==> config.mk <==
export PLATFORM = sky130hd
export DESIGN_NAME = ripple_add_arbiter
export DESIGN_NICKNAME = d
export VERILOG_FILES = /design/src/rtl/ripple_add_arbiter.sv
export SDC_FILE = /design/constraint.sdc
export NUM_CORES = 1
export LEC_CHECK = 0
export CORE_UTILIZATION = 43
export DETAILED_ROUTE_END_ITERATION = 12
export PLACE_DENSITY_LB_ADDON = 0.05
export SYNTH_ARGS = -nofsm -noshare
export SYNTH_HDL_FRONTEND = slang
export SYNTH_SLANG_ARGS = --single-unit
==> constraint.sdc <==
create_clock -name i_clk -period 1.97 [get_ports i_clk]
set_input_delay 0.394 -clock i_clk [delete_from_list [all_inputs] [get_ports i_clk]]
set_output_delay 0.394 -clock i_clk [all_outputs]
set_load 0.02 [all_outputs]
==> src/rtl/ripple_add_arbiter.sv <==
// Round-robin arbiter sharing one 4-bit ripple adder; grant 1 cycle after accept, result valid 2 cycles after accept.
// Backpressure: response held stable in RESP until i_resp_ready; no new request is sampled until then.
module ripple (
    input  logic [3:0] a,
    input  logic [3:0] b,
    input  logic       cin,
    output logic [4:0] sum
);
    logic [4:0] c;

    assign c[0] = cin;

    for (genvar k = 0; k < 4; k++) begin : g_fa
        assign sum[k]  = a[k] ^ b[k] ^ c[k];
        assign c[k+1]  = (a[k] & b[k]) | (c[k] & (a[k] ^ b[k]));
    end

    assign sum[4] = c[4];
endmodule

module ripple_add_arbiter #(
    parameter int  NUM_REQ = 4,
    localparam int ID_W    = $clog2(NUM_REQ)
) (
    input  logic                   i_clk,
    input  logic                   i_rst,
    input  logic [NUM_REQ-1:0]     i_req,
    input  logic [4*NUM_REQ-1:0]   i_term1,
    input  logic [4*NUM_REQ-1:0]   i_term2,
    output logic [NUM_REQ-1:0]     o_grant,
    output logic                   o_valid,
    input  logic                   i_resp_ready,
    output logic [4:0]             o_result,
    output logic [ID_W-1:0]        o_id,
    output logic                   o_busy
);
    typedef enum logic [1:0] {IDLE, EXEC, RESP} state_t;

    state_t          state;
    state_t          state_nxt;
    logic [ID_W-1:0] ptr;
    logic [ID_W-1:0] ptr_nxt;
    logic [ID_W-1:0] winner;
    logic [ID_W:0]   cand;
    logic            any_req;
    logic [ID_W-1:0] id_q;
    logic [3:0]      op_a;
    logic [3:0]      op_b;
    logic [4:0]      add_sum;

    ripple u_ripple (
        .a   (op_a),
        .b   (op_b),
        .cin (1'b0),
        .sum (add_sum)
    );

    // First set request at or after ptr, wrapping past NUM_REQ-1 back to 0.
    always_comb begin
        any_req = 1'b0;
        winner  = '0;
        cand    = '0;
        for (int i = 0; i < NUM_REQ; i++) begin
            cand = {1'b0, ptr} + (ID_W+1)'(i);
            if (cand >= (ID_W+1)'(NUM_REQ)) begin
                cand = cand - (ID_W+1)'(NUM_REQ);
            end
            if (!any_req && i_req[cand[ID_W-1:0]]) begin
                any_req = 1'b1;
                winner  = cand[ID_W-1:0];
            end
        end
    end

    assign ptr_nxt = (winner == ID_W'(NUM_REQ-1)) ? '0 : winner + 1'b1;

    always_ff @(posedge i_clk) begin
        if (i_rst) begin
            state <= IDLE;
        end else begin
            state <= state_nxt;
        end
    end

    always_comb begin
        state_nxt = state;
        case (state)
            IDLE:    if (any_req) state_nxt = EXEC;
            EXEC:    state_nxt = RESP;
            RESP:    if (i_resp_ready) state_nxt = IDLE;
            default: state_nxt = IDLE;
        endcase
    end

    always_comb begin
        o_busy = 1'b0;
        if (state != IDLE) begin
            o_busy = 1'b1;
        end
    end

    always_ff @(posedge i_clk) begin
        if (i_rst) begin
            ptr      <= '0;
            id_q     <= '0;
            op_a     <= '0;
            op_b     <= '0;
            o_grant  <= '0;
            o_valid  <= 1'b0;
            o_result <= '0;
            o_id     <= '0;
        end else begin
            o_grant <= '0;
            case (state)
                IDLE: begin
                    if (any_req) begin
                        op_a    <= i_term1[{winner, 2'b00} +: 4];
                        op_b    <= i_term2[{winner, 2'b00} +: 4];
                        id_q    <= winner;
                        o_grant <= {{(NUM_REQ-1){1'b0}}, 1'b1} << winner;
                        ptr     <= ptr_nxt;
                    end
                end
                EXEC: begin
                    o_result <= add_sum;
                    o_id     <= id_q;
                    o_valid  <= 1'b1;
                end
                RESP: begin
                    if (i_resp_ready) o_valid <= 1'b0;
                end
                default: ;
            endcase
        end
    end
endmodule

=== Yosys cells after proc, flatten, opt, wreduce, memory -nomap -nowiden ===
Index checks and enable logic that the tools add are counted.

* Register bits: 26
* Input bits: 39

* Add/sub/neg operators: 8
* $lt $le $gt $ge: 8
* Equality and inequality tests: 5
* Shift operators: 3
* Mux-type cells: 27
* Bitwise operators: 19
* Reduce and logical (&&, ||, !) cells: 13

{| class="wikitable"
|+ Operators with widths
! cell !! count
|-
| 16-bit by 5-bit indexed part select with 4-bit output || 2
|-
| 2-bit two-way mux || 11
|-
| 2-bit by 3-bit less-than comparator with 1-bit output (second input constant) || 4
|-
| 1-bit two-way mux || 10
|-
| 3-bit greater-or-equal comparator (second input constant) || 3
|-
| 1-bit binary-select mux with 2-bit select || 4
|-
| 2-bit by 1-bit subtractor with 2-bit output (second input constant) || 4
|-
| 1-bit AND || 7
|-
| 1-bit bitwise XOR || 7
|-
| 2-bit by 2-bit adder with 3-bit output (second input constant) || 2
|-
| 2-bit case mux with 3 select lines || 1
|-
| 2-bit AND reduction || 3
|-
| 2-bit equality test (second input constant) || 2
|-
| 2-bit != test (second input constant) || 2
|-
| 2-bit nonzero test || 2
|-
| 1-bit by 2-bit left shift with 4-bit output (first input constant) || 1
|-
| 2-bit by 1-bit adder with 3-bit output (second input constant) || 1
|-
| 2-bit by 3-bit greater-or-equal comparator with 1-bit output (second input constant) || 1
|-
| 1-bit logical AND || 3
|-
| 1-bit zero test || 3
|-
| 1-bit bitwise OR || 3
|-
| 3-bit OR reduction || 1
|-
| 2-bit by 1-bit adder with 2-bit output (second input constant) || 1
|-
| 2-bit by 1-bit equality test with 1-bit output (second input constant) || 1
|-
| other kinds (3) || 4
|}

=== Depth between registers and ports, before layout ===
* Depth after elaboration: 16
* Mapped depth: 8

=== By module ===
A second synthesis with hierarchy kept.

* Cells, all modules: 161
* Area, all modules: 1,371.3 um^2

{| class="wikitable"
|+ By module, submodules not included
! module !! times used !! cells an instance !! area each (um^2) !! seq. area each (um^2)
|-
| ripple_add_arbiter || 1 || 147 || 1,253.7 || 520.5
|-
| ripple || 1 || 14 || 117.6 || 0.0
|}

=== Worst setup path before layout ===
Ideal clock, no wire load.

* Kind: register to register
* From: register op_a[0]
* To: register o_result[3]
* Setup time: 86 ps
* Arrival: 1,695 ps
* Required time: 1,884 ps
* Path slack: 189 ps
* Cell stages (with the launch flop): 9
* Period minus slack after synthesis: 1,781 ps
* Cell sequence: dfxtp_1 -> ha_1 -> inv_1 -> fa_1 -> inv_1 -> fa_1 -> inv_1 -> fa_1 -> a211oi_1

* Cells in the longest elaborated chain, start to end: 6

{| class="wikitable"
|+ Ends and longest elaborated chain
! item !! RTL line !! RTL
|-
| start, declared || 47 || <nowiki>logic [3:0] op_a;</nowiki>
|-
| start signal, assigned || 117 || <nowiki>op_a <= i_term1[{winner, 2'b00} +: 4];</nowiki>
|-
| 1-bit AND (2 in a row) || 15 || <nowiki>assign c[k+1] = (a[k] & b[k]) | (c[k] & (a[k] ^ b[k]));</nowiki>
|-
| 1-bit bitwise OR || 15 ||
|-
| 1-bit AND || 15 ||
|-
| 1-bit bitwise OR || 15 ||
|-
| 1-bit bitwise XOR || 14 || <nowiki>assign sum[k] = a[k] ^ b[k] ^ c[k];</nowiki>
|-
| end signal, assigned || 125 || <nowiki>o_result <= add_sum;</nowiki>
|-
| end, declared || 33 || <nowiki>output logic [4:0] o_result,</nowiki>
|}

Every way passes these cells.
A chain may end at the register's enable or synchronous reset.

=== Worst setup path in the final report ===
Same ends and word-level chain as after synthesis.

==> metrics.md <==
| Metric | Value |
|---|---|
| Run status | `finished, violations left` |
| Failing checks | `design-rule violations` |
| Commonest non-fill, non-tap cell in the layout | `clkdlybuf4s50_1` |
| Routed wire per std cell | `around 12 um` |
| R2r worst-path depth | `8` |
| Final Hold Fails | `0` |
| Core Rows | `19` |
| Total Neg Setup Slack | `0 ps` |
| TritonRoute pass-1 iters | `8` |
| Placed Cells | `between 200 and 250` |
| Chip Width | `roughly 58 um` |
| Highest clock rate | `538 MHz` |
| Max-cap violations | `0` |
| Mapped Area | `1340 sq um` |
| Placer Congestion | `0.734` |
| Worst skew pair latency | `310 ps` |
| DRT iter0 DRCs | `25` |
| Hold crit path type | `register to register` |
| Critical R2R Launch | `op_a[0]` |
| Slew @ Worst Pin | `around 610 ps` |
| CTS tree | `done` |
| Clock tree sinks | `26` |
| Worst Path Max Fanout | `2` |
| Fin Clk Skew | `8.69 ps` |
| Max Root-Sink Buffers | `2` |
| Post-synthesis sequential area ratio | `0.390` |
| P_leak | `approximately 0.8 nW` |
| Mapped Nets | `199` |
| Worst Setup Start Kind | `register` |
| RSZ-0062 raised after global routing | `no` |
| Tcrit/Tclk final | `0.944` |
| Port Buffers | `51` |
| Number of diodes | `0` |
| Most frequent cells in the layout | `51 x clkdlybuf4s50_1, 23 x nand2_1, 22 x dfxtp_1` |
| Final Critical Period | `1860 ps` |
| Yosys reg bits | `26` |
| IO Pins | `52` |
| Core area | `~2900 sq um` |
| Fin. max-slew vios | `0` |
| Fin nets | `261` |
| Worst vdd ir | `0.000342 V` |
| Antenna-violating nets left | `0` |
| Die area | `between 3000 and 4000 sq um` |
| Critical path type | `register to register` |
| Vias in the first global route | `1200` |
| DIE HEIGHT | `57.7 um` |
| GR Overflow Total | `0` |
| Synth Warn # | `0` |
| Reg-to-reg slack, setup | `110 ps` |
| Global routing's busiest layer | `met2` |
| Initial Utilization | `0.468` |
| Reg-to-Reg End | `o_result[3]` |
| Crit path largest cell delay | `around 440 ps` |
| Cell Chain, Critical Path | `ha_1 > inv_1 > fa_1 > inv_1 > fa_2 > inv_2 > fa_1 > a211oi_2` |
| # DRC | `4` |
| Via count | `1243` |
| Critical Path RT | `2220 ps` |
| Origin of the worst min-delay path | `o_result[2]` |
| Clock Pin Slew Worst Setup and Hold Paths | `140 ps` |
| Pwr Density | `about 780 nW/um^2` |
| Worst path slowest cell | `fa_1` |
| Largest net degree at the start of global routing | `16` |
| Endpoint type of the worst setup path | `register` |
| Final WL | `2900 um` |
| GR Util met1 | `0.222` |
| DP Wirelength | `between 2000 and 2500 um` |
| Met3 global-route usage | `0.0201` |
| Non-filler instance count after layout | `248` |
| Hold path depth | `2` |
| # hold bufs at CTS | `0` |
| Drt via density | `5.01` |
| Setup violations, final | `0` |
| Worst slew margin | `0.595` |
| Syn_area_per_cell | `~8.6 sq um` |
| Antenna violations before repair | `0` |
| Distinct cells, synth | `29` |
| CTS buffer count | `3` |
| Worst setup path startpoint | `op_a[0]` |
| Root Buffer | `clkbuf_4` |
| H-tree Lvls | `1` |
| Area growth syn-to-layout | `50.3%` |
| Overall global routing resource usage | `0.190` |
| Share of layout cells above drive strength 1 | `0.157` |
| Arrival @ worst endpoint | `approximately 2100 ps` |
| Cells after Synth | `156` |
| Final Total Pwr | `roughly 0.0016 W` |
| Worst Hold Endpoint | `o_result[2]` |
| Post-CTS Setup Bufs | `0` |
| Global-route wire length before repair | `4920 um` |
| Met2 Usage GRT | `0.352` |
critical path: cells and delay by family, from the launching register on:
family	cells	cell delay, ps
buffers and inverters	3	160
adder cells (fa/ha/maj)	4	1100
AO/OA/AOI/OAI	1	170
flip-flops	1	350
per-stage QoR:
| step | instance area [sq um] | utilization | hold slack [ps] | worst slack, ps |
|---|---|---|---|---|
| after detailed placement | 1940 | 0.679 | 448 | -415 |
| after global routing | 2010 | 0.704 | 490 | 5.17 |
| after CTS | 2000 | 0.700 | 466 | 35.0 |
| after floorplan | 1340 | - | 432 | 189 |
| final | 2010 | 0.704 | 464 | 110 |
| after global placement | 1940 | 0.679 | 441 | -211 |
cell families after synthesis:
group | after synthesis | share of synthesized area
multiplexers | 10 | 0.0749
XOR/XNOR | 1 | 0.00656
adder cells (fa/ha/maj) | 4 | 0.0543
AO/OA/AOI/OAI | 42 | 0.206
flip-flops | 26 | 0.390
buffers and inverters | 17 | 0.0618
AND/OR/NAND/NOR | 56 | 0.207
where the power goes:
| part | switching (W) | internal [W] |
|---|---|---|
| clock network | 0.000147 | 0.000206 |
| registers | 0.0000545 | 0.000604 |
| logic | 0.000254 | 0.000297 |
synth_stat cells (all sizes together):
library cell  instances  area share
a21boi                8       0.045
nor2b                 4       0.019
o21ai                 9       0.034
buf                   2       0.020
nor3                  3       0.011
nand2b                2      0.0094
nand2                24       0.069
fa                    3       0.045
o221ai                2       0.013
or3b                  2       0.013
and2                  2       0.010
mux2i                10       0.075
dfxtp                26        0.39
and3                  8       0.042
a21oi                 9       0.034
o21bai                1      0.0056
ha                    1      0.0094
a221o                 1      0.0075
clkbuf                5       0.014
inv                  10       0.028
nor4                  1      0.0047
o211ai                7       0.039
xnor2                 1      0.0066
nor2                 10       0.028
a211oi                5       0.028
area by class of cell:
type / instances / area [sq um]
fillers: 246 / 845
multi-input cells: 113 / 746
repair buffers: 64 / 608
flip-flops and latches: 26 / 526
well taps: 31 / 38.8
inverters: 10 / 37.5
clock inverters: 1 / 30.0
clock buffers: 3 / 22.5
layer usage:
layer,up-vias,part of all wire
met5,-,0
met4,0,0.0093
met3,2,0.039
met2,38,0.50
met1,537,0.45
li1,666,-
flip-flops by register name, summed over array words and instances, names as in the netlist:
name / count
op_a: 4
ptr: 2
o_id: 2
state: 2
o_valid: 1
id_q: 2
o_result: 5
o_grant: 4
op_b: 4
worst max path at each step:
stage                  end  slack (ps)
2_1_floorplan  o_result[3]         190
3_3_place_gp       op_a[2]        -210
3_5_place_dp       op_b[2]        -420
4_1_cts             o_busy          30
5_1_grt            op_b[2]           5
6_report       o_result[3]         110
timing repair:
action / in CTS / in global routing
pin swaps: 0 / 0
resized for setup: 1 / 7
gates cloned: 0 / 0
endpoints found under the setup margin: 7 / 2
(Power assumes the default switching activity.)
